**src/rtl/im_log_seq.sv**
```systemverilog
// im_log_seq: sequential floor(log2(x)) with FRAC fractional bits.
// The integer part comes from a thermometer-stretch priority encode. The fraction
// is produced one bit per cycle by repeated squaring of the normalised mantissa.
// Optional build macro IM_LOG_ROUND_EN adds a guard iteration and rounds half-up
// into {log_int, log_frac}.
module im_log_seq #(
  parameter int unsigned W      = 18,
  parameter int unsigned FRAC   = 4,
  localparam int unsigned LOG_IW = $clog2(W + 1),
  localparam int unsigned FW     = (FRAC > 0) ? FRAC : 1
) (
  input  logic              clk,
  input  logic              rst_n,
  input  logic              in_valid,
  output logic              in_ready,
  input  logic [W-1:0]      number,
  output logic              out_valid,
  input  logic              out_ready,
  output logic [LOG_IW-1:0] log_int,
  output logic [FW-1:0]     log_frac,
  output logic              zero
);

`ifdef IM_LOG_ROUND_EN
  localparam int unsigned NITER = FRAC + 1;
`else
  localparam int unsigned NITER = FRAC;
`endif
  localparam int unsigned AW       = (NITER > 0) ? NITER : 1;
  localparam int unsigned CW       = (NITER > 1) ? $clog2(NITER) : 1;
  localparam int unsigned CNT_INIT = (NITER > 0) ? NITER - 1 : 0;
  localparam int unsigned RW       = LOG_IW + FW;

  typedef enum logic [1:0] {StIdle, StNorm, StFrac, StDone} state_e;

  state_e              state_q, state_d;
  logic [W-1:0]        num_q, num_d;
  logic [W-1:0]        m_q, m_d;
  logic [AW-1:0]       acc_q, acc_d;
  logic [CW-1:0]       cnt_q, cnt_d;
  logic [LOG_IW-1:0]   int_q, int_d;
  logic                zflag_q, zflag_d;
  logic                out_valid_q, out_valid_d;
  logic [LOG_IW-1:0]   log_int_q, log_int_d;
  logic [FW-1:0]       log_frac_q, log_frac_d;
  logic                zero_q, zero_d;

  logic [W-1:0]        therm;
  logic [LOG_IW-1:0]   ones;
  logic [LOG_IW-1:0]   msb;
  logic [LOG_IW-1:0]   shamt;
  logic [W:0]          p_hi;
  logic                sq_bit;
  logic [W-1:0]        m_next;
  logic [RW-1:0]       res;

  // Thermometer stretch of the latched operand; popcount - 1 is the MSB index.
  always_comb begin
    therm      = '0;
    therm[W-1] = num_q[W-1];
    for (int i = W - 2; i >= 0; i--) begin
      therm[i] = therm[i+1] | num_q[i];
    end
    ones = '0;
    for (int i = 0; i < W; i++) begin
      ones = ones + LOG_IW'(therm[i]);
    end
    msb   = ones - LOG_IW'(1);
    shamt = LOG_IW'(W - 1) - msb;
  end

  // Square the Q1.(W-1) mantissa; keep only bits [2W-1:W-1] of the product.
  assign p_hi   = (W + 1)'(({{W{1'b0}}, m_q} * {{W{1'b0}}, m_q}) >> (W - 1));
  assign sq_bit = p_hi[W];
  assign m_next = sq_bit ? p_hi[W:1] : p_hi[W-1:0];

  // Assemble {log_int, log_frac} from the working registers.
`ifdef IM_LOG_ROUND_EN
  logic [LOG_IW+AW-1:0] full;
  always_comb begin
    // Drop the guard bit and add it back as a half-up rounding increment.
    full = ({int_q, acc_q} >> 1) + (LOG_IW + AW)'(acc_q[0]);
    res  = (FRAC > 0) ? RW'(full) : RW'(full << 1);
    if (zflag_q) res = '0;
  end
`else
  always_comb begin
    res = RW'({int_q, acc_q});
    if (zflag_q) res = '0;
  end
`endif

  // Next-state and datapath control.
  always_comb begin
    state_d     = state_q;
    num_d       = num_q;
    m_d         = m_q;
    acc_d       = acc_q;
    cnt_d       = cnt_q;
    int_d       = int_q;
    zflag_d     = zflag_q;
    out_valid_d = out_valid_q;
    log_int_d   = log_int_q;
    log_frac_d  = log_frac_q;
    zero_d      = zero_q;
    unique case (state_q)
      StIdle: begin
        if (in_valid) begin
          num_d   = number;
          state_d = StNorm;
        end
      end
      StNorm: begin
        acc_d = '0;
        cnt_d = CW'(CNT_INIT);
        if (num_q == '0) begin
          zflag_d = 1'b1;
          int_d   = '0;
          m_d     = '0;
          state_d = StDone;
        end else begin
          zflag_d = 1'b0;
          int_d   = msb;
          m_d     = num_q << shamt;
          state_d = (NITER > 0) ? StFrac : StDone;
        end
      end
      StFrac: begin
        m_d   = m_next;
        acc_d = (acc_q << 1) | AW'(sq_bit);
        if (cnt_q == '0) begin
          state_d = StDone;
        end else begin
          cnt_d = cnt_q - CW'(1);
        end
      end
      StDone: begin
        // First DONE cycle publishes the result; it then holds until accepted.
        if (!out_valid_q) begin
          out_valid_d = 1'b1;
          log_int_d   = res[RW-1:FW];
          log_frac_d  = res[FW-1:0];
          zero_d      = zflag_q;
        end else if (out_ready) begin
          out_valid_d = 1'b0;
          state_d     = StIdle;
        end
      end
      default: state_d = StIdle;
    endcase
  end

  // State and datapath registers; reset aborts any operation in flight.
  always_ff @(posedge clk or negedge rst_n) begin
    if (!rst_n) begin
      state_q     <= StIdle;
      num_q       <= '0;
      m_q         <= '0;
      acc_q       <= '0;
      cnt_q       <= '0;
      int_q       <= '0;
      zflag_q     <= 1'b0;
      out_valid_q <= 1'b0;
      log_int_q   <= '0;
      log_frac_q  <= '0;
      zero_q      <= 1'b0;
    end else begin
      state_q     <= state_d;
      num_q       <= num_d;
      m_q         <= m_d;
      acc_q       <= acc_d;
      cnt_q       <= cnt_d;
      int_q       <= int_d;
      zflag_q     <= zflag_d;
      out_valid_q <= out_valid_d;
      log_int_q   <= log_int_d;
      log_frac_q  <= log_frac_d;
      zero_q      <= zero_d;
    end
  end

  assign in_ready  = (state_q == StIdle);
  assign out_valid = out_valid_q;
  assign log_int   = log_int_q;
  assign log_frac  = log_frac_q;
  assign zero      = zero_q;

endmodule
```
**config.mk**
```make
export PLATFORM = sky130hd
export DESIGN_NAME = im_log_seq
export DESIGN_NICKNAME = d
export VERILOG_FILES = /design/src/rtl/im_log_seq.sv
export SDC_FILE = /design/constraint.sdc
export NUM_CORES = 1
export LEC_CHECK = 0
export CAP_MARGIN = 5
export CORE_MARGIN = 1
export CORE_UTILIZATION = 42
export DETAILED_ROUTE_END_ITERATION = 10
export GPL_TIMING_DRIVEN = 0
export PLACE_DENSITY = 0.59
export SLEW_MARGIN = 20
export SYNTH_ARGS = -nofsm -noshare
export SYNTH_HDL_FRONTEND = slang
export SYNTH_SLANG_ARGS = --single-unit
```
**constraint.sdc**
```tcl
create_clock -name clk -period 9.4 [get_ports clk]
set_clock_uncertainty 0.2 [all_clocks]
set_input_delay 1.88 -clock clk [delete_from_list [all_inputs] [get_ports clk]]
set_output_delay 1.88 -clock clk [all_outputs]
set_load 0.01 [all_outputs]
```
==> metrics.txt, run 1 <==
clock net sink count=61; Synth cell types=73; die area=32200 µm²; Post-CTS Setup Bufs=0; htree depth=3; Cell Area, Synth=13200 µm²; flops & latches, synth=61; Antenna diodes=0; kind of critical path=flop to flop; Area Overhead vs Synth=8.55%; most frequent cells in the layout=inv_1 (347), fa_1 (227), nand2_1 (129); worst skew pair latency=330 ps; Startpoint Class=flop; Worst setup EP type=flop; Post-synth ARST share=1.00; CORE AREA=30700 µm²; Final setup viols=0; Final Hold Vio Count=0; number of global-route vias before repair=10400; post-route ant nets=0; setup_tns=0 ps; syn_area_per_cell=9.04 µm²; first-pass GRT wire length=54.3 mm; hold buffer count at cts=0; Max Root-Sink Buffers=2; register area share after synthesis=0.116; outcome=finished, final reports clean; worst hold path class=flop to flop; routed vias/inst=5.22; Post-DP HPWL=26.5 mm; pin count of the biggest net entering global routing=34; Yosys warnings=0; gpl congestion=0.851; Fillers=3032; Worst EP required=9380 ps; Post-Synthesis Cells=1461; Worst-path clk slew=60 ps; Worst slew margin=0.386; Synth Flop Type=dfrtp_1; worst-path maximum fanout=10; Max Cap Viol=0; final cell count without fillers=1907; DRT iter0 DRCs=570; Die Y-Extent=179 µm; layout cells sized above 1=0.0569; DR vias=9946; min Tclk post-route=7910 ps; port bufs=33; GR Overflow Total=0; RSZ-0062 raised after global routing=no; IO Count=34; DRC errors left=0; Row Count=64; initial core utilization=0.430; Syn Nets=1837; cts repair resizes=0; Max Transition Viols Final=0; initial antenna violation count=0; drt first pass iters=5; Total GRT Usage=0.220; crit path DAT=7890 ps; routed len/inst=16.9 µm; width of the die=179 µm; final wirelength=32.3 mm; number of synthesized flops with an enable pin=0; Num CTS Buffers=9; period utilisation layout=0.841; CTS tree=yes; Root Buffer=clkbuf_16; nets=1882; commonest non-fill, non-tap cell in the layout=inv_1; Worst Tran Pin Value=921 ps; Max Clk Rate=126 MHz; Placed Cells=1891
flip-flops by register name, indices dropped and copies added, names as in the netlist:
name       flops
m_q           18
num_q         18
int_q          5
log_int        5
acc_q          4
log_frac       4
cnt_q          2
state_q        2
out_valid      1
zero           1
zflag_q        1
worst max-delay path, cell delays in order, from the launching register on:
cell      delay [ps]
dfrtp_1          480
nor4_4           370
nand3b_2         200
nor4_4           350
nor2b_1          240
fa_1             460
fa_1             580
fa_1             450
fa_1             540
fa_1             540
inv_1             50
fa_1             430
inv_1            100
fa_1             210
xor2_1           530
clkbuf_1         410
ha_1             280
xor2_1           480
clkbuf_1         350
o21ai_0          180
a31oi_1          190
o221ai_1         150
cell usage after synthesis (all sizes together), types with 13 or more instances:
library cell    n  area share
ha            127        0.12
nand3          18      0.0068
xor2           14      0.0098
o21ai          45       0.017
clkbuf         36       0.011
xnor2          17       0.011
fa            227        0.34
buf            17      0.0080
o31ai          13      0.0074
a21oi          47       0.018
a21o           13      0.0074
mux2           29       0.025
and2           54       0.026
nor3           19      0.0080
mux2i          33       0.025
dfrtp          61        0.12
nor2           74       0.021
inv           347       0.099
nand2         130       0.037
path summary, 6_finish.rpt:
check	from	endpoint	slack [ps]	cells after the start
worst max-delay path	num_q[15]	m_q[15]	1490	21
max in group asynchronous	rst_n	num_q[4]	7220	2
worst min register to register	log_int[3]	log_int[3]	280	2
worst min-delay path	log_int[3]	log_int[3]	280	2
min in group asynchronous	rst_n	m_q[12]	1270	1
worst max register to register	num_q[15]	m_q[15]	1490	21
layout make-up:
| type | count | area (µm²) | share of cell area |
|---|---|---|---|
| tap | 396 | 495 | 0.0345 |
| multi-input combinational | 996 | 10100 | 0.705 |
| sequential | 61 | 1530 | 0.106 |
| timing repair buffer | 34 | 348 | 0.0242 |
| inverter | 350 | 1310 | 0.0916 |
| clock buffer | 10 | 239 | 0.0167 |
| buffer | 54 | 255 | 0.0178 |
| clock inverter | 6 | 47.5 | 0.00331 |
through the flow:
step / utilization / hold WS (ps) / setup slack, ps / area [µm²]
floorplan: - / 259 / 2350 / 13200
global placement: 0.457 / 268 / 1520 / 14000
detailed placement: 0.457 / 271 / 1470 / 14100
CTS: 0.466 / 284 / 1450 / 14300
global route: 0.466 / 309 / 732 / 14300
finish: 0.466 / 280 / 1490 / 14300
layer usage:
metal	GRT usage	routed length, µm
met4	0.0385	435
met3	0.0253	1460
met1	0.316	15100
met5	0	0
met2	0.360	15300
logic make-up after synthesis:
kind of cell,synth area share
AND/OR/NAND/NOR,0.130
adder cells (fa/ha/maj),0.464
AO/OA/AOI/OAI,0.0971
buffers and inverters,0.119
flip-flops,0.116
multiplexers,0.0531
XOR/XNOR,0.0211
Power of run 1 is left out: the tool's default activity adds up to more than one toggle a clock period on the data nets, which glitch-free logic cannot reach.
==> run 2, diff against run 1 <==
==> constraint.sdc (replaced) <==
create_clock -name clk -period 7.3 [get_ports clk]
set_clock_uncertainty 0.2 [all_clocks]
set_input_delay 1.46 -clock clk [delete_from_list [all_inputs] [get_ports clk]]
set_output_delay 1.46 -clock clk [all_outputs]
set_load 0.01 [all_outputs]
==> run 2 against run 1 <==
Die area unchanged. Hold slack about the same. Cell count grew 0.63%. Cell area is 2.6% higher. Maximum frequency is 12% higher. Wire length up 1.0%. Sequential share of layout area is 0.16 points lower. Non-clock buffer count is 12 higher. Critical path depth fell by 1. Global-route usage barely moved. Utilization grew 1.2 points. Via count up 0.60%. Critical path type unchanged. Highest routed layer unchanged.
==> metrics.txt, run 2 (synthesis results as in run 1) <==
final wirelength=32.7 mm (+1.0%); gpl congestion=0.851 (unchanged); initial core utilization=0.430 (unchanged); Startpoint Class=flop; most used cell, CP=fa_1; Row Count=64 (unchanged); Slowest-stage cell, CP=fa_1; CTS tree=yes; Max Transition Viols Final=0 (unchanged); hold buffer count at cts=0 (unchanged); commonest non-fill, non-tap cell in the layout=inv_1; Max Clk Rate=142 MHz (+12%); Core Util, Final=0.478 (+0.0120); nets=1894 (+0.64%); DRT iter0 DRCs=581 (+1.9%); post-route ant nets=0 (unchanged); min Tclk post-route=7030 ps (-878 ps); htree depth=3 (unchanged); kind of critical path=flop to flop; first-pass GRT wire length=54.3 mm (about the same); DRC errors left=0 (unchanged); layout cells sized above 1=0.104 (+0.0475); Post-DP HPWL=26.5 mm (unchanged); number of global-route vias before repair=10400 (+0.077%); Worst setup EP type=flop; Final setup viols=0 (unchanged); port bufs=33 (unchanged); routed vias/inst=5.21 (about the same); Root Buffer=clkbuf_16; crit path DAT=7080 ps (-810 ps); DR vias=10000 (+0.60%); width of the die=179 µm (unchanged); drt first pass iters=5 (unchanged); worst-path maximum fanout=8 (-2); Top Registers=m_q: 18 flops, num_q: 18 flops; routed len/inst=17.0 µm (+0.39%); most frequent cells in the layout=inv_1 (344), fa_1 (226), nand2_1 (129); IO Count=34 (unchanged); Antenna diodes=0 (unchanged); Max stage delay on crit path=540 ps (-40 ps); die area=32200 µm² (unchanged); Fillers=2988 (-1.5%); worst skew pair latency=340 ps (about the same); Top delay family on crit path=adder cells; GR Overflow Total=0 (unchanged); Worst slew margin=0.489 (+0.103); Worst Path Buf+Inv=3 (-1); outcome=finished, final reports clean; Area Overhead vs Synth=11.3%; Total GRT Usage=0.219 (about the same); period utilisation layout=0.963 (+0.122); worst hold path class=flop to flop; CORE AREA=30700 µm² (unchanged); initial antenna violation count=0 (unchanged); setup_tns=0 ps (unchanged); clock net sink count=61 (unchanged); Max Cap Viol=0 (unchanged); Worst Tran Pin Value=761 ps (-160 ps); Worst EP required=7350 ps (-2030 ps); Final Hold Vio Count=0 (unchanged); critical-path cell list=nor4_4 -> nand3b_4 -> or3_4 -> nor2_1 -> fa_1 -> fa_1 -> fa_1 -> fa_1 -> fa_1 -> inv_1 -> fa_1 -> inv_1 -> fa_2 -> buf_4 -> nand2_1 -> nor2_2 -> xor2_2 -> or3_4 -> or4_4 -> a41oi_2; Max Root-Sink Buffers=2 (unchanged); Die Y-Extent=179 µm (unchanged); Num CTS Buffers=9 (unchanged); pin count of the biggest net entering global routing=34 (unchanged); Worst-path clk slew=60 ps (about the same)
-- run 2: cell count changes in the layout (fill, tap and decap cells not counted), moves of 3 or more --
cell / before / now
buf_4: 5 / 21
clkbuf_1: 34 / 11
clkbuf_2: 1 / 10
clkbuf_4: 1 / 10
clkinvlp_4: 4 / 9
dfrtp_1: 61 / 50
dfrtp_2: 0 / 10
inv_1: 347 / 344
mux2i_1: 33 / 29
o21ai_0: 44 / 41
o21ai_1: 1 / 4
-- run 2: area by class of cell --
class                           count  area, µm²  area share
Buffer                             51        300      0.0204
Timing Repair Buffer               49        460      0.0313
Clock buffer                       10        239      0.0162
Inverter                          350       1330      0.0906
Multi-Input combinational cell    996      10300       0.700
Sequential cell                    61       1540       0.105
Tap cell                          396        495      0.0337
Clock inverter                      6       47.5     0.00323
-- run 2: metrics by stage --
| stage | setup WS, ps | hold WS [ps] | cell area, µm² | cells |
|---|---|---|---|---|
| floorplan | 254 | 259 | 13200 | 1461 |
| global placement | -576 | 268 | 14000 | 1890 |
| detailed placement | -629 | 271 | 14100 | 1891 |
| CTS | 0.418 | 284 | 14400 | 1907 |
| global route | -31.3 | 309 | 14700 | 1919 |
| finish | 270 | 280 | 14700 | 1919 |
-- run 2: what timing repair did --
action | in CTS | in global routing
pin swaps | 1 | 7
endpoints found under the setup margin | 19 | 19
gates resized for setup | 20 | 83
buffers inserted | 1 | 14
-- run 2: path summary, 6_finish.rpt --
check,start,endpoint,slack (ps),cells past startpoint
worst min register to register,log_int[3],log_int[3],280,2
worst min-delay path,log_int[3],log_int[3],280,2
worst max-delay path,num_q[17],m_q[2],270,20
max in group asynchronous,rst_n,num_q[14],5540,2
min in group asynchronous,rst_n,acc_q[1],840,1
worst max register to register,num_q[17],m_q[2],270,20
-- run 2: worst min-delay path: stages, from the launching register on --
cell and delay [ps]:
dfrtp_1 340, nand2_1 50, o31ai_1 50
-- run 2: layer usage --
| layer | global-route usage | up-vias | wire (µm) |
|---|---|---|---|
| met1 | 0.317 | 5033 | 15200 |
| met5 | 0 | - | 0 |
| li1 | - | 4737 | - |
| met4 | 0.0357 | 0 | 361 |
| met3 | 0.0253 | 23 | 1520 |
| met2 | 0.359 | 213 | 15500 |
Power of run 2 is left out for the same reason.
==> run 3, diff against run 2 <==
--- a/config.mk
+++ b/config.mk
@@ -11,6 +11,7 @@
 export DETAILED_ROUTE_END_ITERATION = 10
 export GPL_TIMING_DRIVEN = 0
 export PLACE_DENSITY = 0.59
+export SKIP_CTS_REPAIR_TIMING = 1
 export SLEW_MARGIN = 20
 export SYNTH_ARGS = -nofsm -noshare
 export SYNTH_HDL_FRONTEND = slang
==> run 3 against run 2 <==
Hold slack is essentially flat. Worst setup slack gained 15 ps. First-iteration DRC count grew 0.34%. Maximum frequency up 0.21%. Critical path depth is the same. Register-to-register slack barely moved. Global-route usage about the same. Cell area decreased by 0.29%. Cell count fell by 0.10%. Sequential share of layout area about the same. Sequential cell count did not move.
==> metrics.txt, run 3 (synthesis results as in run 1) <==
gpl congestion=0.851 (unchanged); kind of critical path=flop to flop; routed len/inst=17.0 µm (-0.32%); Final setup viols=0 (unchanged); Slowest-stage cell, CP=fa_1; reg2reg path depth=20 (unchanged); Worst Path Buf+Inv=3 (unchanged); Top Registers=m_q: 18 flops, num_q: 18 flops; terminus of the critical flop-to-flop path=m_q[2]; most frequent cells in the layout=inv_1 (346), fa_1 (226), nand2_1 (129); pin count of the biggest net entering global routing=34 (unchanged); layout cells sized above 1=0.0986 (-0.00578); Antenna diodes=0 (unchanged); GR Overflow Total=0 (unchanged); Max Clk Rate=143 MHz (+0.21%); Die Y-Extent=179 µm (unchanged); cell area after layout=14700 µm² (-0.29%); initial core utilization=0.430 (unchanged); Worst R2R Setup Slack=280 ps (about the same); routed vias/inst=5.21 (-0.17%); Placement Cell Area=14100 µm² (unchanged); clock net sink count=61 (unchanged); IO Count=34 (unchanged); Stages on worst setup path=20 (unchanged); post-route ant nets=0 (unchanged); worst setup margin=285 ps (+14.9 ps); min Tclk post-route=7020 ps (-14.9 ps); htree depth=3 (unchanged); Max stage delay on crit path=540 ps (about the same); worst r2r src=num_q[17]; Fillers=2984 (-0.13%); Area Overhead vs Synth=11.0%; number of global-route vias before repair=10400 (-0.077%); Num CTS Buffers=9 (unchanged); period utilisation layout=0.961 (-0.00204); Post-Place Worst Slack=-629 ps (unchanged); die area=32200 µm² (unchanged); Row Count=64 (unchanged); Max Cap Viol=0 (unchanged); Setup crit end=m_q[2]; first-pass GRT wire length=54.3 mm (about the same); DR vias=9979 (-0.27%); CORE AREA=30700 µm² (unchanged); Worst-path clk slew=60 ps (about the same); Root Buffer=clkbuf_16; worst skew pair latency=330 ps (about the same); worst hold path class=flop to flop; Total GRT Usage=0.220 (about the same); nets=1892 (-0.11%); worst-path maximum fanout=8 (unchanged); CP startpoint=num_q[17]; Post-DP HPWL=26.5 mm (unchanged); Max Root-Sink Buffers=2 (unchanged); Top delay family on crit path=adder cells; Worst Tran Pin Value=745 ps (-15.7 ps); crit path DAT=7070 ps (about the same); port bufs=33 (unchanged); Max Transition Viols Final=0 (unchanged); CTS tree=yes; most used cell, CP=fa_1; commonest non-fill, non-tap cell in the layout=inv_1; DRC errors left=0 (unchanged); critical-path cell list=nor4_4 -> nand3b_4 -> or3_4 -> nor2_1 -> fa_1 -> fa_1 -> fa_1 -> fa_1 -> fa_1 -> inv_1 -> fa_1 -> inv_1 -> fa_2 -> buf_4 -> nand2_1 -> nor2_2 -> xor2_2 -> or3_4 -> or4_4 -> a41oi_2; drt first pass iters=5 (unchanged); Worst setup EP type=flop; Final Hold Vio Count=0 (unchanged); final wirelength=32.5 mm (-0.42%); DRT iter0 DRCs=583 (+0.34%); Startpoint Class=flop; Worst EP required=7350 ps (about the same); initial antenna violation count=0 (unchanged); Hold Slack=280 ps (-0.00100 ps); Worst slew margin=0.500 (+0.0105); width of the die=179 µm (unchanged); outcome=finished, final reports clean
run 3: how the worst min path moves through the flow:
| stage | cells past startpoint | to | startpoint | slack (ps) |
|---|---|---|---|---|
| floorplan | 1 | cnt_q[0] | cnt_q[0] | 260 |
| global placement | 2 | log_frac[2] | log_frac[2] | 270 |
| detailed placement | 2 | log_frac[2] | log_frac[2] | 270 |
| CTS | 2 | log_int[4] | log_int[4] | 280 |
| global route | 2 | log_int[3] | log_int[3] | 310 |
| finish | 2 | log_int[3] | log_int[3] | 280 |
run 3: per-stage QoR:
stage,TNS [ps],instances,utilization
6_report,0,1917,0.477
5_1_grt,-7.37,1917,0.477
3_5_place_dp,-7410,1891,0.457
3_3_place_gp,-7090,1890,0.457
2_1_floorplan,0,1461,-
4_1_cts,-8200,1907,0.466
run 3: tightest hold or removal path, delay by kind of cell (launching register included):
family	cells	cell delay (ps)
and+or+nand+nor	1	50
AOI/OAI and AO/OA	1	50
DFF	1	340
run 3: cell type report:
type	count	area, µm²	area share
Multi-Input combinational cell	996	10300	0.701
Timing Repair Buffer	47	445	0.0304
Clock buffer	10	239	0.0163
Clock inverter	6	47.5	0.00324
Tap cell	396	495	0.0338
Sequential cell	61	1540	0.105
Buffer	51	295	0.0201
Inverter	350	1330	0.0903
run 3: per-layer routing:
metal | vias to the layer above | wire (µm) | track usage
met5 | - | 0 | 0
met4 | 0 | 454 | 0.0385
met3 | 31 | 1600 | 0.0253
met2 | 225 | 15400 | 0.360
met1 | 4993 | 15100 | 0.316
li1 | 4730 | - | -
Power of run 3 is left out for the same reason.
